--- src/rtl/midi_voice_alloc.sv ---
// MIDI byte-stream parser and polyphonic voice allocator with retrigger, oldest-voice stealing and all-notes-off.
// Optional sustain pedal (CC64) handling is compiled in with the macro MIDI_SUSTAIN_EN.
module midi_voice_alloc #(
    parameter int VOICES  = 8,
    parameter int V_WIDTH = $clog2(VOICES)
) (
    input  logic                  CLOCK_25,
    input  logic                  iRST_N,
    input  logic                  byte_valid,
    input  logic [7:0]            byte_in,
    input  logic [15:0]           ch_mask,
    output logic [VOICES-1:0]     key_on,
    output logic [VOICES*4-1:0]   key_ch,
    output logic [VOICES*8-1:0]   key_val,
    output logic [VOICES*8-1:0]   vel,
    output logic [V_WIDTH:0]      active_keys,
    output logic                  ctrl_valid,
    output logic [3:0]            ctrl_ch,
    output logic [7:0]            ctrl_num,
    output logic [7:0]            ctrl_val,
    output logic                  pitch_valid,
    output logic [13:0]           pitch_val,
    output logic                  steal_pulse,
    output logic                  off_note_error
);

    typedef enum logic [1:0] {IDLE, DATA1, DATA2} state_t;

    localparam logic [V_WIDTH-1:0] AGE_MAX = V_WIDTH'(VOICES - 1);

    state_t state, next_state;
    logic [7:0] run_status;
    logic       accept;
    logic [6:0] d1_buf;
    logic       one_byte;
    logic       latch_status, clear_status, store_d1, finish;

    logic       msg_done;
    logic [7:0] msg_status;
    logic [6:0] msg_d1, msg_d2;
    logic [3:0] msg_ch, msg_type;
    logic       is_on, is_off, is_cc, is_pb, all_off;

    logic [V_WIDTH-1:0] age [VOICES];
    logic [VOICES-1:0]  hit, held;
    logic               match_found, free_found, held_found, off_found, stealing;
    logic [V_WIDTH-1:0] match_idx, free_idx, held_idx, off_idx, steal_idx, alloc_idx, best_age;
    logic               sustain_hit, cc64_release;

    assign one_byte = (run_status[7:5] == 3'b110);

    always_ff @(posedge CLOCK_25 or negedge iRST_N) begin
        if (!iRST_N) state <= IDLE;
        else         state <= next_state;
    end

    // Real-time bytes fall through untouched; system common bytes kill running status.
    always_comb begin
        next_state   = state;
        latch_status = 1'b0;
        clear_status = 1'b0;
        store_d1     = 1'b0;
        finish       = 1'b0;
        if (byte_valid) begin
            if (byte_in >= 8'hF8) begin
                next_state = state;
            end else if (byte_in >= 8'hF0) begin
                clear_status = 1'b1;
                next_state   = IDLE;
            end else if (byte_in[7]) begin
                latch_status = 1'b1;
                next_state   = DATA1;
            end else begin
                case (state)
                    DATA1: begin
                        if (one_byte) finish = 1'b1;
                        else begin
                            store_d1   = 1'b1;
                            next_state = DATA2;
                        end
                    end
                    DATA2: begin
                        finish     = 1'b1;
                        next_state = DATA1;
                    end
                    default: next_state = IDLE;
                endcase
            end
        end
    end

    always_ff @(posedge CLOCK_25 or negedge iRST_N) begin
        if (!iRST_N) begin
            run_status <= 8'h00;
            accept     <= 1'b0;
            d1_buf     <= 7'd0;
            msg_done   <= 1'b0;
            msg_status <= 8'h00;
            msg_d1     <= 7'd0;
            msg_d2     <= 7'd0;
        end else begin
            msg_done <= finish & accept;
            if (latch_status) begin
                run_status <= byte_in;
                accept     <= ch_mask[byte_in[3:0]];
            end
            if (clear_status) begin
                run_status <= 8'h00;
                accept     <= 1'b0;
            end
            if (store_d1) d1_buf <= byte_in[6:0];
            if (finish) begin
                msg_status <= run_status;
                msg_d1     <= one_byte ? byte_in[6:0] : d1_buf;
                msg_d2     <= one_byte ? 7'd0 : byte_in[6:0];
            end
        end
    end

    assign msg_ch   = msg_status[3:0];
    assign msg_type = msg_status[7:4];
    assign is_on    = msg_done && (msg_type == 4'h9) && (msg_d2 != 7'd0);
    assign is_off   = msg_done && ((msg_type == 4'h8) || ((msg_type == 4'h9) && (msg_d2 == 7'd0)));
    assign is_cc    = msg_done && (msg_type == 4'hB);
    assign is_pb    = msg_done && (msg_type == 4'hE);
    assign all_off  = is_cc && (msg_d1 == 7'd123);

    // Descending scans leave the lowest matching index; the age scan keeps the first maximum.
    always_comb begin
        hit         = '0;
        match_found = 1'b0;
        match_idx   = '0;
        free_found  = 1'b0;
        free_idx    = '0;
        held_found  = 1'b0;
        held_idx    = '0;
        off_found   = 1'b0;
        off_idx     = '0;
        for (int i = VOICES - 1; i >= 0; i--) begin
            hit[i] = key_on[i] && (key_ch[i*4 +: 4] == msg_ch) && (key_val[i*8 +: 8] == {1'b0, msg_d1});
            if (hit[i]) begin
                match_found = 1'b1;
                match_idx   = V_WIDTH'(i);
            end
            if (hit[i] && !held[i]) begin
                off_found = 1'b1;
                off_idx   = V_WIDTH'(i);
            end
            if (!key_on[i]) begin
                free_found = 1'b1;
                free_idx   = V_WIDTH'(i);
            end
            if (held[i]) begin
                held_found = 1'b1;
                held_idx   = V_WIDTH'(i);
            end
        end
        best_age  = age[0];
        steal_idx = '0;
        for (int i = 1; i < VOICES; i++) begin
            if (age[i] > best_age) begin
                best_age  = age[i];
                steal_idx = V_WIDTH'(i);
            end
        end
        stealing  = 1'b0;
        alloc_idx = steal_idx;
        if (match_found)     alloc_idx = match_idx;
        else if (free_found) alloc_idx = free_idx;
        else if (held_found) begin
            alloc_idx = held_idx;
            stealing  = 1'b1;
        end else stealing = 1'b1;
    end

`ifdef MIDI_SUSTAIN_EN
    logic [15:0] sustain;

    assign sustain_hit  = sustain[msg_ch];
    assign cc64_release = is_cc && (msg_d1 == 7'd64) && !msg_d2[6];

    always_ff @(posedge CLOCK_25 or negedge iRST_N) begin
        if (!iRST_N) begin
            sustain <= '0;
            held    <= '0;
        end else begin
            if (is_cc && (msg_d1 == 7'd64)) sustain[msg_ch] <= msg_d2[6];
            for (int i = 0; i < VOICES; i++) begin
                if (is_on && (V_WIDTH'(i) == alloc_idx))
                    held[i] <= 1'b0;
                else if (is_off && sustain_hit && off_found && (V_WIDTH'(i) == off_idx))
                    held[i] <= 1'b1;
                else if ((all_off || cc64_release) && (key_ch[i*4 +: 4] == msg_ch))
                    held[i] <= 1'b0;
            end
        end
    end
`else
    assign held         = '0;
    assign sustain_hit  = 1'b0;
    assign cc64_release = 1'b0;
`endif

    // Voice table: at most one message lands per cycle, so the branches never compete.
    always_ff @(posedge CLOCK_25 or negedge iRST_N) begin
        if (!iRST_N) begin
            key_on         <= '0;
            key_ch         <= '0;
            key_val        <= {VOICES{8'hFF}};
            vel            <= '0;
            for (int i = 0; i < VOICES; i++) age[i] <= '0;
            steal_pulse    <= 1'b0;
            ctrl_valid     <= 1'b0;
            ctrl_ch        <= 4'd0;
            ctrl_num       <= 8'd0;
            ctrl_val       <= 8'd0;
            pitch_valid    <= 1'b0;
            pitch_val      <= 14'h2000;
            off_note_error <= 1'b0;
        end else begin
            steal_pulse <= is_on && stealing;
            ctrl_valid  <= is_cc;
            pitch_valid <= is_pb;
            if (is_cc) begin
                ctrl_ch  <= msg_ch;
                ctrl_num <= {1'b0, msg_d1};
                ctrl_val <= {1'b0, msg_d2};
            end
            if (is_pb) pitch_val <= {msg_d2, msg_d1};
            if (is_off && !off_found) off_note_error <= 1'b1;
            if (all_off) off_note_error <= 1'b0;
            for (int i = 0; i < VOICES; i++) begin
                if (is_on) begin
                    if (V_WIDTH'(i) == alloc_idx) begin
                        key_on[i]         <= 1'b1;
                        key_ch[i*4 +: 4]  <= msg_ch;
                        key_val[i*8 +: 8] <= {1'b0, msg_d1};
                        vel[i*8 +: 8]     <= {1'b0, msg_d2};
                        age[i]            <= '0;
                    end else if (key_on[i] && (age[i] != AGE_MAX)) begin
                        age[i] <= age[i] + 1'b1;
                    end
                end
                if (is_off && off_found && !sustain_hit && (V_WIDTH'(i) == off_idx)) begin
                    key_on[i]         <= 1'b0;
                    key_val[i*8 +: 8] <= 8'hFF;
                    vel[i*8 +: 8]     <= {1'b0, msg_d2};
                    age[i]            <= '0;
                end
                if ((all_off || (cc64_release && held[i])) && key_on[i] && (key_ch[i*4 +: 4] == msg_ch)) begin
                    key_on[i]         <= 1'b0;
                    key_val[i*8 +: 8] <= 8'hFF;
                    vel[i*8 +: 8]     <= 8'h00;
                    age[i]            <= '0;
                end
            end
        end
    end

    always_comb begin
        active_keys = '0;
        for (int i = 0; i < VOICES; i++) active_keys = active_keys + (V_WIDTH + 1)'(key_on[i]);
    end

endmodule

--- config.mk ---
export PLATFORM = sky130hd
export DESIGN_NAME = midi_voice_alloc
export DESIGN_NICKNAME = d
export VERILOG_FILES = /design/src/rtl/midi_voice_alloc.sv
export SDC_FILE = /design/constraint.sdc
export NUM_CORES = 1
export LEC_CHECK = 0
export CORE_MARGIN = 5
export CORE_UTILIZATION = 58
export DETAILED_ROUTE_END_ITERATION = 10
export DONT_BUFFER_PORTS = 1
export GPL_TIMING_DRIVEN = 0
export PLACE_DENSITY = 0.79
export SYNTH_ARGS = -nofsm -noshare
export SYNTH_HDL_FRONTEND = slang
export SYNTH_SLANG_ARGS = --single-unit
export TNS_END_PERCENT = 10
--- constraint.sdc ---
create_clock -name CLOCK_25 -period 9.05 [get_ports CLOCK_25]
set_clock_uncertainty 0.05 [all_clocks]
set_input_delay 1.81 -clock CLOCK_25 [delete_from_list [all_inputs] [get_ports CLOCK_25]]
set_output_delay 1.81 -clock CLOCK_25 [all_outputs]
set_load 0.03 [all_outputs]
# Word-level counts from Yosys, hierarchy flattened
# Index checks and enable logic that the tools add are counted.
[totals]
wordCells = 463
in_bits = 27
output_inout_bits = 210
regBits = 269
[classes]
magnitude_cmp = 10
n_mux = 218
bitwise_logic = 2
n_eq_ne = 47
add_sub_neg = 15
reduce_logical = 115
[ops]
columns = ["cell", "count"]
rows = [
  ["$mux 8", 66],
  ["$mux 3", 70],
  ["$mux 1", 74],
  ["$eq 8x7->1", 8],
  ["$logic_and 1x1->1", 58],
  ["$reduce_and 2->1", 24],
  ["$reduce_bool 3->1", 16],
  ["$eq 4x4->1", 8],
  ["$reduce_bool 4->1", 8],
  ["$add 3x1->3 const B", 8],
  ["$eq 3x3->1 const A", 8],
  ["$ne 3x3->1 const B", 8],
  ["$gt 3x3->1", 7],
  ["$add 4x1->4", 4],
  ["$eq 4x4->1 const B", 4],
  ["$ge 8x8->1 const B", 2],
  ["$mux 7", 2],
  ["$eq 2x3->1 const A", 4],
  ["$eq 7x7->1 const B", 1],
  ["$logic_not 7->1", 1],
  ["$reduce_bool 7->1", 1],
  ["$eq 1x3->1 const A", 2],
  ["$logic_not 3->1", 2],
  ["$mux 2", 3],
  ["other kinds (17)", 18],
]

# Depth between registers and ports, before layout
[logic_depth]
depth_word = 21
ltp_mapped = 42
mapped_depth_nobuf = 40

# Worst setup path after synthesis
# OpenSTA, ideal clock, no wires.
[synth_path]
path_kind = "flip-flop to flip-flop"
start = "register age[19] (netlist name)"
end = "register key_ch[2]"
arrival_time_ps = 8667
period_less_slack_ps = 8842
slack_ps = 208
path_stages_with_launch = 35
setup_time_ps = 125
required_ps = 8875
path_buffers = 1
path_cell_list = "dfrtp_1 -> ha_1 -> and3_1 -> a21oi_1 -> mux2_2 -> ha_1 -> and3_1 -> a21oi_1 -> mux2i_1 -> inv_1 -> ha_1 -> nand3b_1 -> a32oi_1 -> mux2_2 -> ha_1 -> nand3_1 -> a21bo_2 -> mux2_2 -> ha_1 -> and3b_1 -> o21ai_0 -> mux2_2 -> ha_1 -> nand3b_1 -> a32oi_1 -> mux2_2 -> ha_1 -> a211o_1 -> a21oi_1 -> a31oi_1 -> or2_2 -> o31ai_2 -> nand3_2 -> buf_2 -> mux2_4"
[synth_between]
elab_chain_len = 18
elab_cells_between_ends = 24
cone_classes = "7 x order compare; 15 x mux; 2 x reduce/logical"
[synth_rtl]
columns = ["item", "line", "text"]
rows = [
  ["start, declared", "44", "logic [V_WIDTH-1:0] age [VOICES];"],
  ["start signal, assigned by index", "241", "age[i] <= age[i] + 1'b1;"],
  ["$gt 3x3->1", "161", "if (age[i] > best_age) begin"],
  ["$mux 3", "161", ""],
  ["$gt 3x3->1", "161", ""],
  ["$mux 3", "161", ""],
  ["$gt 3x3->1", "161", ""],
  ["$mux 3", "161", ""],
  ["$gt 3x3->1", "161", ""],
  ["$mux 3", "161", ""],
  ["[... 2 more ...]", "--", ""],
  ["$gt 3x3->1", "161", ""],
  ["$mux 3", "161", ""],
  ["$gt 3x3->1", "161", ""],
  ["$mux 3 *", "161", ""],
  ["$mux 3 *", "169", "else if (free_found) alloc_idx = free_idx;"],
  ["$mux 3 *", "168", "if (match_found) alloc_idx = match_idx;"],
  ["$logic_not 3->1 *", "234", "if (V_WIDTH'(i) == alloc_idx) begin"],
  ["$reduce_and 2->1 (no source line) *", "--", ""],
  ["end signal, assigned by index", "236", "key_ch[i*4 +: 4] <= msg_ch;"],
  ["end, declared", "13", "output logic [VOICES*4-1:0] key_ch,"],
]
# Mark *: on every way between the ends. The rest lies on a longest branch, timed or not.
# A chain may end at the register's enable or synchronous reset.

# Worst setup path after layout
[layout_path]
start = "register age[18] (netlist name)"
end = "register age[11] (netlist name)"
[layout_between]
elab_chain_len = 21
elab_cells_between_ends = 29
cone_classes = "7 x order compare; 1 x eq/ne; 19 x mux; 2 x reduce/logical"
[layout_rtl]
columns = ["item", "line", "text"]
rows = [
  ["$gt 3x3->1", "161", ""],
  ["$mux 3", "161", ""],
  ["$gt 3x3->1", "161", ""],
  ["$mux 3", "161", ""],
  ["$gt 3x3->1", "161", ""],
  ["$mux 3", "161", ""],
  ["$gt 3x3->1", "161", ""],
  ["$mux 3", "161", ""],
  ["[... 5 more ...]", "--", ""],
  ["$mux 3 *", "161", ""],
  ["$mux 3 *", "169", ""],
  ["$mux 3 *", "168", ""],
  ["$eq 3x3->1 *", "234", ""],
  ["$mux 3", "234", ""],
  ["$mux 3", "233", "if (is_on) begin"],
  ["$mux 3", "244", "if (is_off && off_found && !sustain_hit && (V_WIDTH'(i) == off_idx)) begin"],
  ["$mux 3", "250", "if ((all_off || (cc64_release && held[i])) && key_on[i] && (key_ch[i*4 +: 4] == msg_ch)) begin"],
]
# Mark *: on every way between the ends. The rest lies on a longest branch, timed or not. The select of a mux whose other input is x is not followed.

==> reports/qor.yml <==
status: "completed"
critPathCaptureType: "register"
cpMostUsedCell: "mux2_4"
power.density_nw_per_um2: 213
synthArstFlopShare_pct: 100
min_path_cells: 1
syn_avg_cell_area_um2: 10.9
critPathKind: "reg2reg"
drive_gt1_share_pct: 25.5
diodes: 0
drt_iter0_markers: 800
syn_area_um2: 13600
netlist_instances: 1251
maxCapViolations: 0
die_h_um: 163
wl_um: 40100
crit_slowest_cell: "or3_4"
finalCritPeriodShare_pct: 98.5
relSlewSlack_pct: 26.7
worst-slew-pin-transition_ns: 1.09
synth_edf_count: 0
post-synth-top-area-fraction_pct: 36.0
r2r.worst_path.cells: 35
path_max_fanout: 4
grtUsageTotal_pct: 29.2
cp.required_ns: 9.42
start_kind: "register"
grt_max_degree: 262
fin_ws_ns: 0.135
max_freq_ghz: 0.112
drv_slew: 0
synth_top_area_cell: "dfrtp_1"
ys_seq_area_share_pct: 48.5
yosys_warnings: 0
drc: 0
nets: 1391
cts-root-buf: "clkbuf_16"
dr_total_vias: 10099
insertion_delay_ns: 0.53
ys_ff_latch: 261
dp_cells: 1579
grt_pass1_vias: 10064
rows: 56
p_leak_nw: 7.75
yosysUniqueCellTypes: 80
globalplace.congestion: 0.936
die_area_um2: 26700
clk_pin_slew_ns: 0.07
die_w_um: 163
coreArea_um2: 23300
period_needed_ns: 8.91
antenna_found_initial: 0
cts_tree: "done"
power.total_mw: 3.33
postCtsHoldBufs: 0
ys.flop_type: "dfrtp_1"
finalSetupViolations: 0
worstPathArrival_ns: 9.29
grt_pass1_wl_um: 60200
critPathMaxStageDelay_ns: 0.45
drt-pass1-iter-count: 5
cts_made_buffers: 27
clock-sinks: 261
initial_core_util_pct: 58.5
dp_hpwl_um: 27900
ant_nets: 0
viasPerCell: 6.10
numPortBuffers: 0
overflow: 0
ir_drop_mv: 0.178
cts.path.max_buffers: 3
dp_slack_ns: -1.14
hp-class: "reg2reg"
hold_violations: 0
area_growth_pct: 14.5
io_pins: 237
ctsHtreeMaxLevel: 1
finalNonFillerCells: 1656
synthTopCellsByArea: "dfrtp_1, dfstp_2, mux2_2"
route.detailed.wl_per_inst_um: 24.2
report_power, final:
group / switching, mW / internal (mW) / leakage (nW)
Combinational: 0.537 / 0.251 / 3.92
Sequential: 0.0564 / 1.24 / 3.35
Clock: 0.470 / 0.778 / 0.489
Total: 1.06 / 2.27 / 7.75
worst paths after layout:
kind                                from             to  slack [ns]
max                              age[18]        age[11]        0.14
min                        run_status[4]  run_status[4]        0.45
max reg2reg                      age[18]        age[11]        0.14
min reg2reg                run_status[4]  run_status[4]        0.45
max in group asynchronous         iRST_N         vel[9]        7.42
min in group asynchronous         iRST_N    ctrl_num[3]        0.93
metrics by stage:
stage | setup TNS [ns] | cell area (µm²) | util [%] | hold slack, ns
floorplan | 0 | 13700 | - | 0.412
global placement | -89.25 | 14100 | 60.3 | 0.437
detailed placement | -129.33 | 14100 | 60.3 | 0.432
global route | -5.12 | 15600 | 67.0 | 0.476
CTS | 0 | 15200 | 65.3 | 0.455
finish | 0 | 15600 | 67.0 | 0.451
placed cells by master (no fill, tap or decap), types with 9 or more instances in the layout:
| cell type | n |
|---|---|
| buf_4 | 52 |
| nand3b_1 | 9 |
| o22a_1 | 14 |
| nand4_1 | 17 |
| buf_2 | 10 |
| dfrtp_1 | 193 |
| o21ai_0 | 31 |
| clkbuf_16 | 28 |
| mux2i_1 | 84 |
| conb_1 | 10 |
| nor4_1 | 16 |
| xor2_1 | 88 |
| nand2_1 | 102 |
| mux2_2 | 81 |
| clkbuf_1 | 34 |
| nor3_1 | 17 |
| ha_1 | 37 |
| and3_1 | 10 |
| nand3_1 | 10 |
| dfstp_2 | 65 |
| a21oi_1 | 39 |
| inv_1 | 67 |
| nor2_1 | 120 |
cells by family after synthesis:
logic type,count (synthesis),share of synthesized area [%]
simple gates,353,12.5
flops,261,48.5
other cells,1,0.0275
mux,182,14.7
buf+inv,149,5.13
xor+xnor,90,5.78
fa+ha+maj,47,4.53
compound gates,168,8.83
sequential cells by signal (all words and copies together) (netlist names), 8 cells and up:
| name | flops |
|---|---|
| msg_status | 8 |
| pitch_val | 14 |
| vel | 56 |
| age | 24 |
| key_on | 8 |
| key_val | 64 |
| run_status | 8 |
| key_ch | 32 |
critical path, delay by kind of cell (launching register included):
kind,cells,cell delay [ns]
DFF,1,0.37
muxes,7,2.26
adders and majority gates,7,1.67
AOI/OAI and AO/OA,10,2.18
buffers and inverters,2,0.18
and+or+nand+nor,9,2.07
area by class of cell:
type	count	area, µm²
Clock buffer	35	746
Buffer	80	458
Sequential cell	261	6620
Fill cell	1705	7710
Multi-Input combinational cell	850	6670
Inverter	69	259
Tap cell	319	399
Timing Repair Buffer	28	228
Clock inverter	14	248
Yosys cell counts (all sizes together), types with 18 or more instances:
library cell  count
dfstp            65
nand2           104
clkbuf           32
dfrtp           196
xor2             88
inv              69
mux2i            86
mux2             91
nor3             18
nor2            121
ha               43
nor4             18
a21oi            48
o21ai            36
buf              48
metal layers:
layer  routed length [µm]  vias to the layer above  track usage, %
li1                     -                     4432               -
met1                15100                     5089            36.9
met2                19500                      463            47.8
met3                 3510                      115            7.70
met4                 1980                        0            12.4
met5                    0                        -               0
repair_timing:
| item | CTS | global route |
|---|---|---|
| cloned | 0 | 1 |
| gates resized for setup | 20 | 43 |
| pin swaps | 7 | 22 |
| setup endpoints to repair | 184 | 184 |
| buffers inserted | 8 | 19 |
Note: power is estimated with default switching activity, not from simulation.
